[src/rtl/snd_pkg.sv]
`default_nettype none
// ============================================================================
// Module   : snd_pkg
// Purpose  : Shared types and constants for the sound-ROM sequencer.
// Revision : 1.0
// ============================================================================
package snd_pkg;

  localparam int SND_ADDR_W = 9;
  localparam int SND_DATA_W = 10;

  localparam logic [SND_DATA_W-1:0] SND_MARK_LO = 10'd0;
  localparam logic [SND_DATA_W-1:0] SND_MARK_HI = 10'd1023;

  typedef enum logic [1:0] {
    ST_IDLE  = 2'd0,
    ST_FETCH = 2'd1,
    ST_LOAD  = 2'd2,
    ST_COUNT = 2'd3
  } snd_state_e;

  function automatic logic snd_is_marker(input logic [SND_DATA_W-1:0] d);
    return (d == SND_MARK_LO) || (d == SND_MARK_HI);
  endfunction

endpackage
`default_nettype wire

[src/rtl/snd_tick_div.sv]
`default_nettype none
// ============================================================================
// Module   : snd_tick_div
// Purpose  : Prescaler producing one tick every TICK_DIV cycles while clr low.
// Revision : 1.0
// ============================================================================
module snd_tick_div #(
  parameter int TICK_DIV = 1000
) (
  input  logic clk,
  input  logic rst,
  input  logic clr,
  output logic tick
);

  localparam int CNT_W = (TICK_DIV > 1) ? $clog2(TICK_DIV) : 1;
  localparam logic [CNT_W-1:0] CNT_LAST = CNT_W'(TICK_DIV - 1);

  logic [CNT_W-1:0] cnt_q, cnt_d;

  always_comb begin
    tick  = !clr && (cnt_q == CNT_LAST);
    cnt_d = cnt_q + 1'b1;
    if (clr || tick) begin
      cnt_d = '0;
    end
  end

  always_ff @(posedge clk or posedge rst) begin
    if (rst) begin
      cnt_q <= '0;
    end else begin
      cnt_q <= cnt_d;
    end
  end

endmodule
`default_nettype wire

[src/rtl/pacman_sound_seq.sv]
`default_nettype none
// ============================================================================
// Module   : pacman_sound_seq
// Purpose  : Walks a sound ROM of half-period durations, toggling a square
//            wave. Define SND_PENDING_EN to queue one replay on start-while-busy.
// Revision : 1.0
// ============================================================================
module pacman_sound_seq
  import snd_pkg::*;
#(
  parameter int START_ADDR = 1,
  parameter int END_ADDR   = 417,
  parameter int TICK_DIV   = 1000
) (
  input  logic                  clk,
  input  logic                  rst,
  input  logic                  start,
  input  logic                  stop,
  output logic [SND_ADDR_W-1:0] rom_addr,
  input  logic [SND_DATA_W-1:0] rom_data,
  output logic                  audio,
  output logic                  busy
);

  localparam logic [SND_ADDR_W-1:0] START_A = SND_ADDR_W'(START_ADDR);
  localparam logic [SND_ADDR_W-1:0] END_A   = SND_ADDR_W'(END_ADDR);

  snd_state_e            state_q, state_d;
  logic [SND_ADDR_W-1:0] rom_addr_q, rom_addr_d;
  logic [SND_DATA_W-1:0] dur_cnt_q, dur_cnt_d;
  logic                  audio_q, audio_d;
  logic                  seq_end;
  logic                  tick;
  logic                  pend_req;

  snd_tick_div #(.TICK_DIV(TICK_DIV)) u_tick (
    .clk  (clk),
    .rst  (rst),
    .clr  (state_q != ST_COUNT),
    .tick (tick)
  );

`ifdef SND_PENDING_EN
  logic pending_q, pending_d;

  // A start arriving on the very cycle the pass ends still counts as a replay.
  assign pend_req = pending_q | start;

  always_comb begin
    pending_d = pending_q;
    if (busy && start) pending_d = 1'b1;
    if (seq_end || stop) pending_d = 1'b0;
  end

  always_ff @(posedge clk or posedge rst) begin
    if (rst) pending_q <= 1'b0;
    else     pending_q <= pending_d;
  end
`else
  assign pend_req = 1'b0;
`endif

  always_comb begin
    state_d    = state_q;
    rom_addr_d = rom_addr_q;
    dur_cnt_d  = dur_cnt_q;
    audio_d    = audio_q;
    seq_end    = 1'b0;
    case (state_q)
      ST_IDLE: begin
        rom_addr_d = START_A;
        audio_d    = 1'b0;
        if (start) state_d = ST_FETCH;
      end
      ST_FETCH: state_d = ST_LOAD;
      ST_LOAD: begin
        if (snd_is_marker(rom_data)) begin
          seq_end = 1'b1;
        end else begin
          dur_cnt_d = rom_data;
          audio_d   = ~audio_q;
          state_d   = ST_COUNT;
        end
      end
      ST_COUNT: begin
        if (tick) begin
          dur_cnt_d = dur_cnt_q - 1'b1;
          if (dur_cnt_q == 10'd1) begin
            if (rom_addr_q == END_A) begin
              seq_end = 1'b1;
            end else begin
              rom_addr_d = rom_addr_q + 1'b1;
              state_d    = ST_FETCH;
            end
          end
        end
      end
      default: state_d = ST_IDLE;
    endcase

    if (seq_end) begin
      audio_d = 1'b0;
      if (pend_req) begin
        state_d    = ST_FETCH;
        rom_addr_d = START_A;
      end else begin
        state_d = ST_IDLE;
      end
    end

    if (stop) begin
      state_d    = ST_IDLE;
      audio_d    = 1'b0;
      rom_addr_d = START_A;
    end
  end

  always_ff @(posedge clk or posedge rst) begin
    if (rst) begin
      state_q    <= ST_IDLE;
      rom_addr_q <= START_A;
      dur_cnt_q  <= '0;
      audio_q    <= 1'b0;
    end else begin
      state_q    <= state_d;
      rom_addr_q <= rom_addr_d;
      dur_cnt_q  <= dur_cnt_d;
      audio_q    <= audio_d;
    end
  end

  assign rom_addr = rom_addr_q;
  assign audio    = audio_q;
  assign busy     = (state_q != ST_IDLE);

endmodule
`default_nettype wire

[config.mk]
export PLATFORM = sky130hd
export DESIGN_NAME = pacman_sound_seq
export DESIGN_NICKNAME = d
export VERILOG_FILES = /design/src/rtl/snd_pkg.sv /design/src/rtl/snd_tick_div.sv /design/src/rtl/pacman_sound_seq.sv
export SDC_FILE = /design/constraint.sdc
export NUM_CORES = 1
export LEC_CHECK = 0
export CORE_UTILIZATION = 62
export CTS_BUF_LIST = sky130_fd_sc_hd__clkbuf_2
export DETAILED_ROUTE_END_ITERATION = 16
export GPL_ROUTABILITY_DRIVEN = 0
export HOLD_SLACK_MARGIN = 0.1
export PLACE_DENSITY = 0.87
export SKIP_CTS_REPAIR_TIMING = 1
export SLEW_MARGIN = 20
export SYNTH_ARGS = -nofsm -noshare
export SYNTH_HDL_FRONTEND = slang
export SYNTH_SLANG_ARGS = --single-unit
[constraint.sdc]
create_clock -name clk -period 7.5 [get_ports clk]
set_input_delay 0.75 -clock clk [delete_from_list [all_inputs] [get_ports clk]]
set_output_delay 0.75 -clock clk [all_outputs]
set_load 0.02 [all_outputs]
---- After elaboration in Yosys (flattened, before gate mapping) ----
Cells that the tools add are included.
storage, ports and cells
  logic and storage cells ................. 67
  bits in registers ....................... 32
  output and inout bits ................... 11
  bits of input ports ..................... 14
operators by class
  bitwise logic cells ..................... 1
  $add $sub $neg .......................... 3
  reductions and logical operators ........ 14
  muxes and demuxes ....................... 26
  equal/unequal tests ..................... 18
operators with widths
  operator                                            number
  2-to-1 mux 9 bit                                    4
  2-to-1 mux 10 bit                                   3
  == test 10 bit, second input constant               2
  inequality test 4 bit, second input constant        5
  case mux 10 bit (2 select lines)                    1
  case mux 9 bit (2 select lines)                     1
  2-to-1 mux 2 bit                                    7
  adder 10 x 1 -> 10 bit, second input constant       1
  == test 10 x 1 -> 1 bit, second input constant      1
  logical NOT 10 bit                                  1
  subtractor 10 x 1 -> 10 bit, second input constant  1
  adder 9 x 1 -> 9 bit, second input constant         1
  == test 9 bit, second input constant                1
  inequality test 3 bit, second input constant        3
  case mux 2 bit (4 select lines)                     1
  2-to-1 mux 1 bit                                    7
  inequality test 2 bit, second input constant        3
  AND reduction 5 bit                                 1
  == test 2 bit, second input constant                2
  case mux 1 bit (2 select lines)                     2
  AND reduction 4 bit                                 1
  nonzero test 2 bit                                  2
  nonzero test 4 bit                                  1
  AND reduction 3 bit                                 1
  8 further kinds                                     9

---- Depth between registers and ports, before layout ----
  word-level depth ........................ 7
  gate-level depth with buffers ........... 8
  mapped depth without buffers ............ 7

---- Hierarchy ----
From an unflattened synthesis, not the netlist that was laid out.
second synthesis, totals
  cell total of the unflattened synthesis .. 236
  area, all modules ....................... 2035.7 µm²
by module, submodules not included
  module            cells each  area each (µm²)  times used  seq. area each (µm²)
  pacman_sound_seq  178         1514.0           1           551.8
  snd_tick_div      58          521.8            1           250.2

---- Least setup slack after synthesis ----
Ideal clock, no wire load.
  path type ............................... flip-flop to flip-flop
  from .................................... reg u_tick.cnt_q[3]
  to ...................................... reg dur_cnt_q[6]
  buffers on the path ..................... 1
  arrival time ............................ 2270 ps
  period minus slack after synthesis ...... 2408 ps
  path slack .............................. 5092 ps
  setup time .............................. 139 ps
  required time ........................... 7361 ps
  stages on the path, launching flop included .. 7
  path through ............................ dfrtp_1 -> or3b_4 -> or3_1 -> buf_2 -> or4_4 -> and3_1 -> or4_1
on the way
  word-level cells in the longest chain between the ends .. 4
ends and longest elaborated chain
  item                             RTL line                 source
  start: declaration               snd_tick_div.sv:19       logic [CNT_W-1:0] cnt_q, cnt_d;
  start signal: assignment         snd_tick_div.sv:33       cnt_q <= cnt_d;
  == test 10 bit                   snd_tick_div.sv:22       tick = !clr && (cnt_q == CNT_LAST);
  logical AND 1 bit                snd_tick_div.sv:22
  inequality test 2 bit (no line)  n/a
  AND reduction 3 bit (no line)    n/a
  end signal: assignment           pacman_sound_seq.sv:127  dur_cnt_q <= dur_cnt_d;
  end: declaration                 pacman_sound_seq.sv:30   logic [SND_DATA_W-1:0] dur_cnt_q, dur_cnt_d;
Every way passes these cells.
A chain may end at the register's enable or synchronous reset.

---- Final worst setup path ----
  from .................................... reg state_q[1]
  to ...................................... reg rom_addr_q[6] (netlist: rom_addr[6])
on the way
  word-level cells in the longest chain between the ends .. 5
  elaborated cells on any way between the ends .. 12
  those cells by class .................... eq/ne: 5; mux: 2; reduce/logical: 5
ends and longest elaborated chain
  item                             RTL line                 source
  start: declaration               pacman_sound_seq.sv:28   snd_state_e state_q, state_d;
  start signal: assignment         pacman_sound_seq.sv:125  state_q <= state_d;
  inequality test 2 bit            pacman_sound_seq.sv:39   .clr (state_q != ST_COUNT),
  logical NOT 1 bit                snd_tick_div.sv:22
  logical AND 1 bit                snd_tick_div.sv:22
  inequality test 3 bit (no line)  n/a
  AND reduction 4 bit (no line)    n/a
  end signal: assignment           pacman_sound_seq.sv:126  rom_addr_q <= rom_addr_d;
  end: declaration                 pacman_sound_seq.sv:29   logic [SND_ADDR_W-1:0] rom_addr_q, rom_addr_d;
Several ways; a longest one is shown, not always the timed one.

==> flow_summary.toml <==
[global_routing]
grt_max_degree = 33
grt_overflow = 0
grt_usage = 0.3040
antenna_found_initial = 0
grt_pass1_wl_microns = 8266
grt_pass1_vias = 1934

[critical_path]
cp-end-kind = "register"
worstPathArrival_ns = 3.21
cpPeakStageDelay_ns = 0.58
setup.worst_path.start_class = "register"
worstPathRequired_ns = 7.82
path_max_fanout = 26
crit_type = "reg -> reg"
crit_family = "simple AND/OR/NAND/NOR gates"
slowest_stage = "o41ai_1"
worstPathCellList = "ha_1 > buf_4 > inv_1 > o41ai_1 > nand2b_1 > or4_1 > a21boi_0"
cp_num_buf_inv = 2

[pwr]
intPower_mw = 0.3731
seq_power_share = 0.402
ir_worst_vdd_uv = 223.0
p_clk_frac = 0.184
p_switching_mw = 0.2706
sw_frac_of_total = 0.4204
p_leak_nw = 0.9461
comb_power_share = 0.413
power_density_mw_per_mm2 = 262.0

[floorplanning]
die_w_microns = 60.38
fp.dieH_microns = 60.38
core.rowCount = 20
ios = 25
initial_core_util = 0.6702
core-area_sq_mm = 0.003153
die_area_sq_mm = 0.003646

[sta]
hold_viol = 0
finalSetupViolCount = 0
finalCritPeriodShare = 0.3852
min_period_ns = 2.889
rsz0062_at_grt = "false"
holdWs_ns = 0.4690
finalMaxSlewViolations = 0
fin_skew_ns = 0.01319
tns_ns = 0
tightest_slew_ns = 0.7110
slew_headroom = 0.5220
max_freq_ghz = 0.3461

[worst_hold_path]
hp-class = "reg -> reg"

[cts]
worstSkewPairLatency_ns = 0.38
clk_pin_slew_ns = 0.17
clock-sinks = 32
clockBufferDepth = 2
cts-root-buf = "clkbuf_2"
htreeDepth = 2
numCtsBuffers = 5
cts_tree = "built"

[layout]
regArea_sq_um = 802.0
drive_gt1_frac = 0.07605
diodes = 0
nNetsFinal = 285
fillCellCount = 243
multiInputGateArea_sq_mm = 0.001231
syn2layout_area_growth_pct = 16.28

[synth]
synth-main-ff-cell = "dfrtp_1"
synth_area_per_cell_sq_um = 8.917
syn_area_sq_mm = 0.002113
ys_ff_latch = 32
syn_inst = 237
yosysWarnings = 0
synth-edff-count = 0
syn_nets = 260
ys_seq_area_frac = 0.3795
ys_async_sr_fraction = 1.000
yosysUniqueCellTypes = 53

[run]
cap_violations = 0

[route]
wl_microns = 5029
vias = 2004
drt-initial-drc-count = 172
firstDrtPassIters = 6
ant_nets = 0
post_drt_wl_per_cell_microns = 16.38
vias_per_cell = 6.528
drc = 0

[outcome]
status = "complete, no violations"

[placed_design]
io_buffers = 24
dp.final_hpwl_microns = 3616
==> flip-flops by register name, indices dropped and copies added, names as in the netlist <==
signal	count
audio	1
state_q	2
u_tick.cnt_q	10
rom_addr	9
dur_cnt_q	10
==> layer usage <==
layer,up-vias,GRT usage,part of all wire,wire [microns]
met1,948,0.3945,0.45,2256
met2,82,0.4882,0.47,2380
met4,0,0.1262,0.016,80
li1,963,-,-,-
met3,11,0.07249,0.062,312
met5,-,0,0,0
==> power by group through the flow <==
stage               registers (mW)  logic, mW  clock network [mW]
global placement             0.259      0.254                   0
detailed placement           0.258      0.261                   0
floorplan                    0.247      0.193                   0
CTS                          0.256      0.263               0.119
finish                       0.259      0.266               0.119
global route                 0.264      0.295               0.126
==> final cells by class <==
class                           instances  share of cell area
Multi-Input combinational cell        184              0.5010
Inverter                               13             0.01986
Timing Repair Buffer                   26              0.1039
Clock inverter                          2             0.01426
Sequential cell                        32              0.3264
Clock buffer                            6             0.01222
Tap cell                               44             0.02240
==> cells in the mapped netlist (2+ instances only) <==
cell type | instances | area, sq um
ha_1 | 9 | 112.6
nand3_1 | 15 | 75.07
nor3_1 | 6 | 30.03
or3b_2 | 2 | 17.52
o221ai_1 | 2 | 17.52
o31ai_1 | 6 | 45.04
nand2b_1 | 4 | 25.02
o21ai_0 | 5 | 25.02
nor4_1 | 7 | 43.79
xor2_1 | 6 | 52.55
nor2_1 | 18 | 67.56
or4_1 | 7 | 52.55
inv_1 | 13 | 48.80
o32a_1 | 2 | 20.02
xnor2_1 | 2 | 17.52
a211oi_1 | 3 | 22.52
clkbuf_1 | 6 | 22.52
a21boi_1 | 2 | 15.01
o31a_1 | 2 | 17.52
o41ai_1 | 3 | 26.28
nand4_1 | 11 | 68.82
nand2_1 | 18 | 67.56
and2_1 | 2 | 12.51
a21oi_1 | 11 | 55.05
dfrtp_1 | 31 | 775.7
a31oi_1 | 2 | 12.51
or3_1 | 7 | 43.79
o211a_1 | 2 | 20.02
and3_2 | 2 | 15.01
o32ai_1 | 3 | 26.28
and3_1 | 5 | 31.28
mux2i_1 | 2 | 20.02
==> through the flow <==
step	setup WS [ns]	area (sq um)	utilization	power [mW]	cells
4_1_cts	4.704	2457	0.7794	0.6385	307
5_1_grt	4.428	2457	0.7794	0.6845	307
3_5_place_dp	4.479	2392	0.7587	0.5189	299
2_1_floorplan	5.092	2113	-	0.4397	237
6_report	4.611	2457	0.7794	0.6437	307
3_3_place_gp	4.559	2392	0.7587	0.5130	299
==> cells by family (layout without fill, tap and decap cells) <==
kind of cell               count (synthesis)  after routing  share of synthesized area
adders and majority gates                  9              9                    0.05329
xor gates and xnor gates                   8              8                    0.03316
buffers and inverters                     21             47                    0.03789
DFF                                       32             32                     0.3795
and+or+nand+nor                          109            109                     0.2842
muxes                                      2              2                   0.009473
AOI/OAI and AO/OA                         56             56                     0.2025
==> worst paths after layout <==
check | endpoint | cells past startpoint | start | slack (ns)
setup reg to reg | rom_addr[6]$_DFFE_PP0P_ | 7 | state_q[1]$_DFFE_PP0P_ | 4.61
hold reg to reg | u_tick.cnt_q[0]$_DFF_PP0_ | 1 | u_tick.cnt_q[0]$_DFF_PP0_ | 0.47
max in group asynchronous | rom_addr[0]$_DFFE_PP1P_ | 3 | rst | 6.40
setup / recovery | rom_addr[6]$_DFFE_PP0P_ | 7 | state_q[1]$_DFFE_PP0P_ | 4.61
min in group asynchronous | rom_addr[6]$_DFFE_PP0P_ | 3 | rst | 0.76
hold / removal | u_tick.cnt_q[0]$_DFF_PP0_ | 1 | u_tick.cnt_q[0]$_DFF_PP0_ | 0.47
==> cell usage in the layout (no fill, tap or decap), types with 2 or more instances in the layout <==
cell type	n
and3_1	5
buf_4	2
or3b_2	2
nand3_1	15
ha_1	9
nor3_1	6
xnor2_1	2
o41ai_1	3
or3_1	7
nand4_1	11
nand2b_1	4
a21oi_1	11
dfrtp_1	31
a211oi_1	3
nand2_1	18
mux2i_1	2
a21boi_1	2
o32ai_1	3
and3_2	2
nor4_1	7
o31a_1	2
o211a_1	2
or4_1	7
o32a_1	2
clkdlybuf4s50_1	24
a31oi_1	2
and2_1	2
inv_1	13
clkbuf_2	6
o21ai_0	5
o31ai_1	6
nor2_1	18
o221ai_1	2
xor2_1	6
Power figures use the tool's default switching activity.
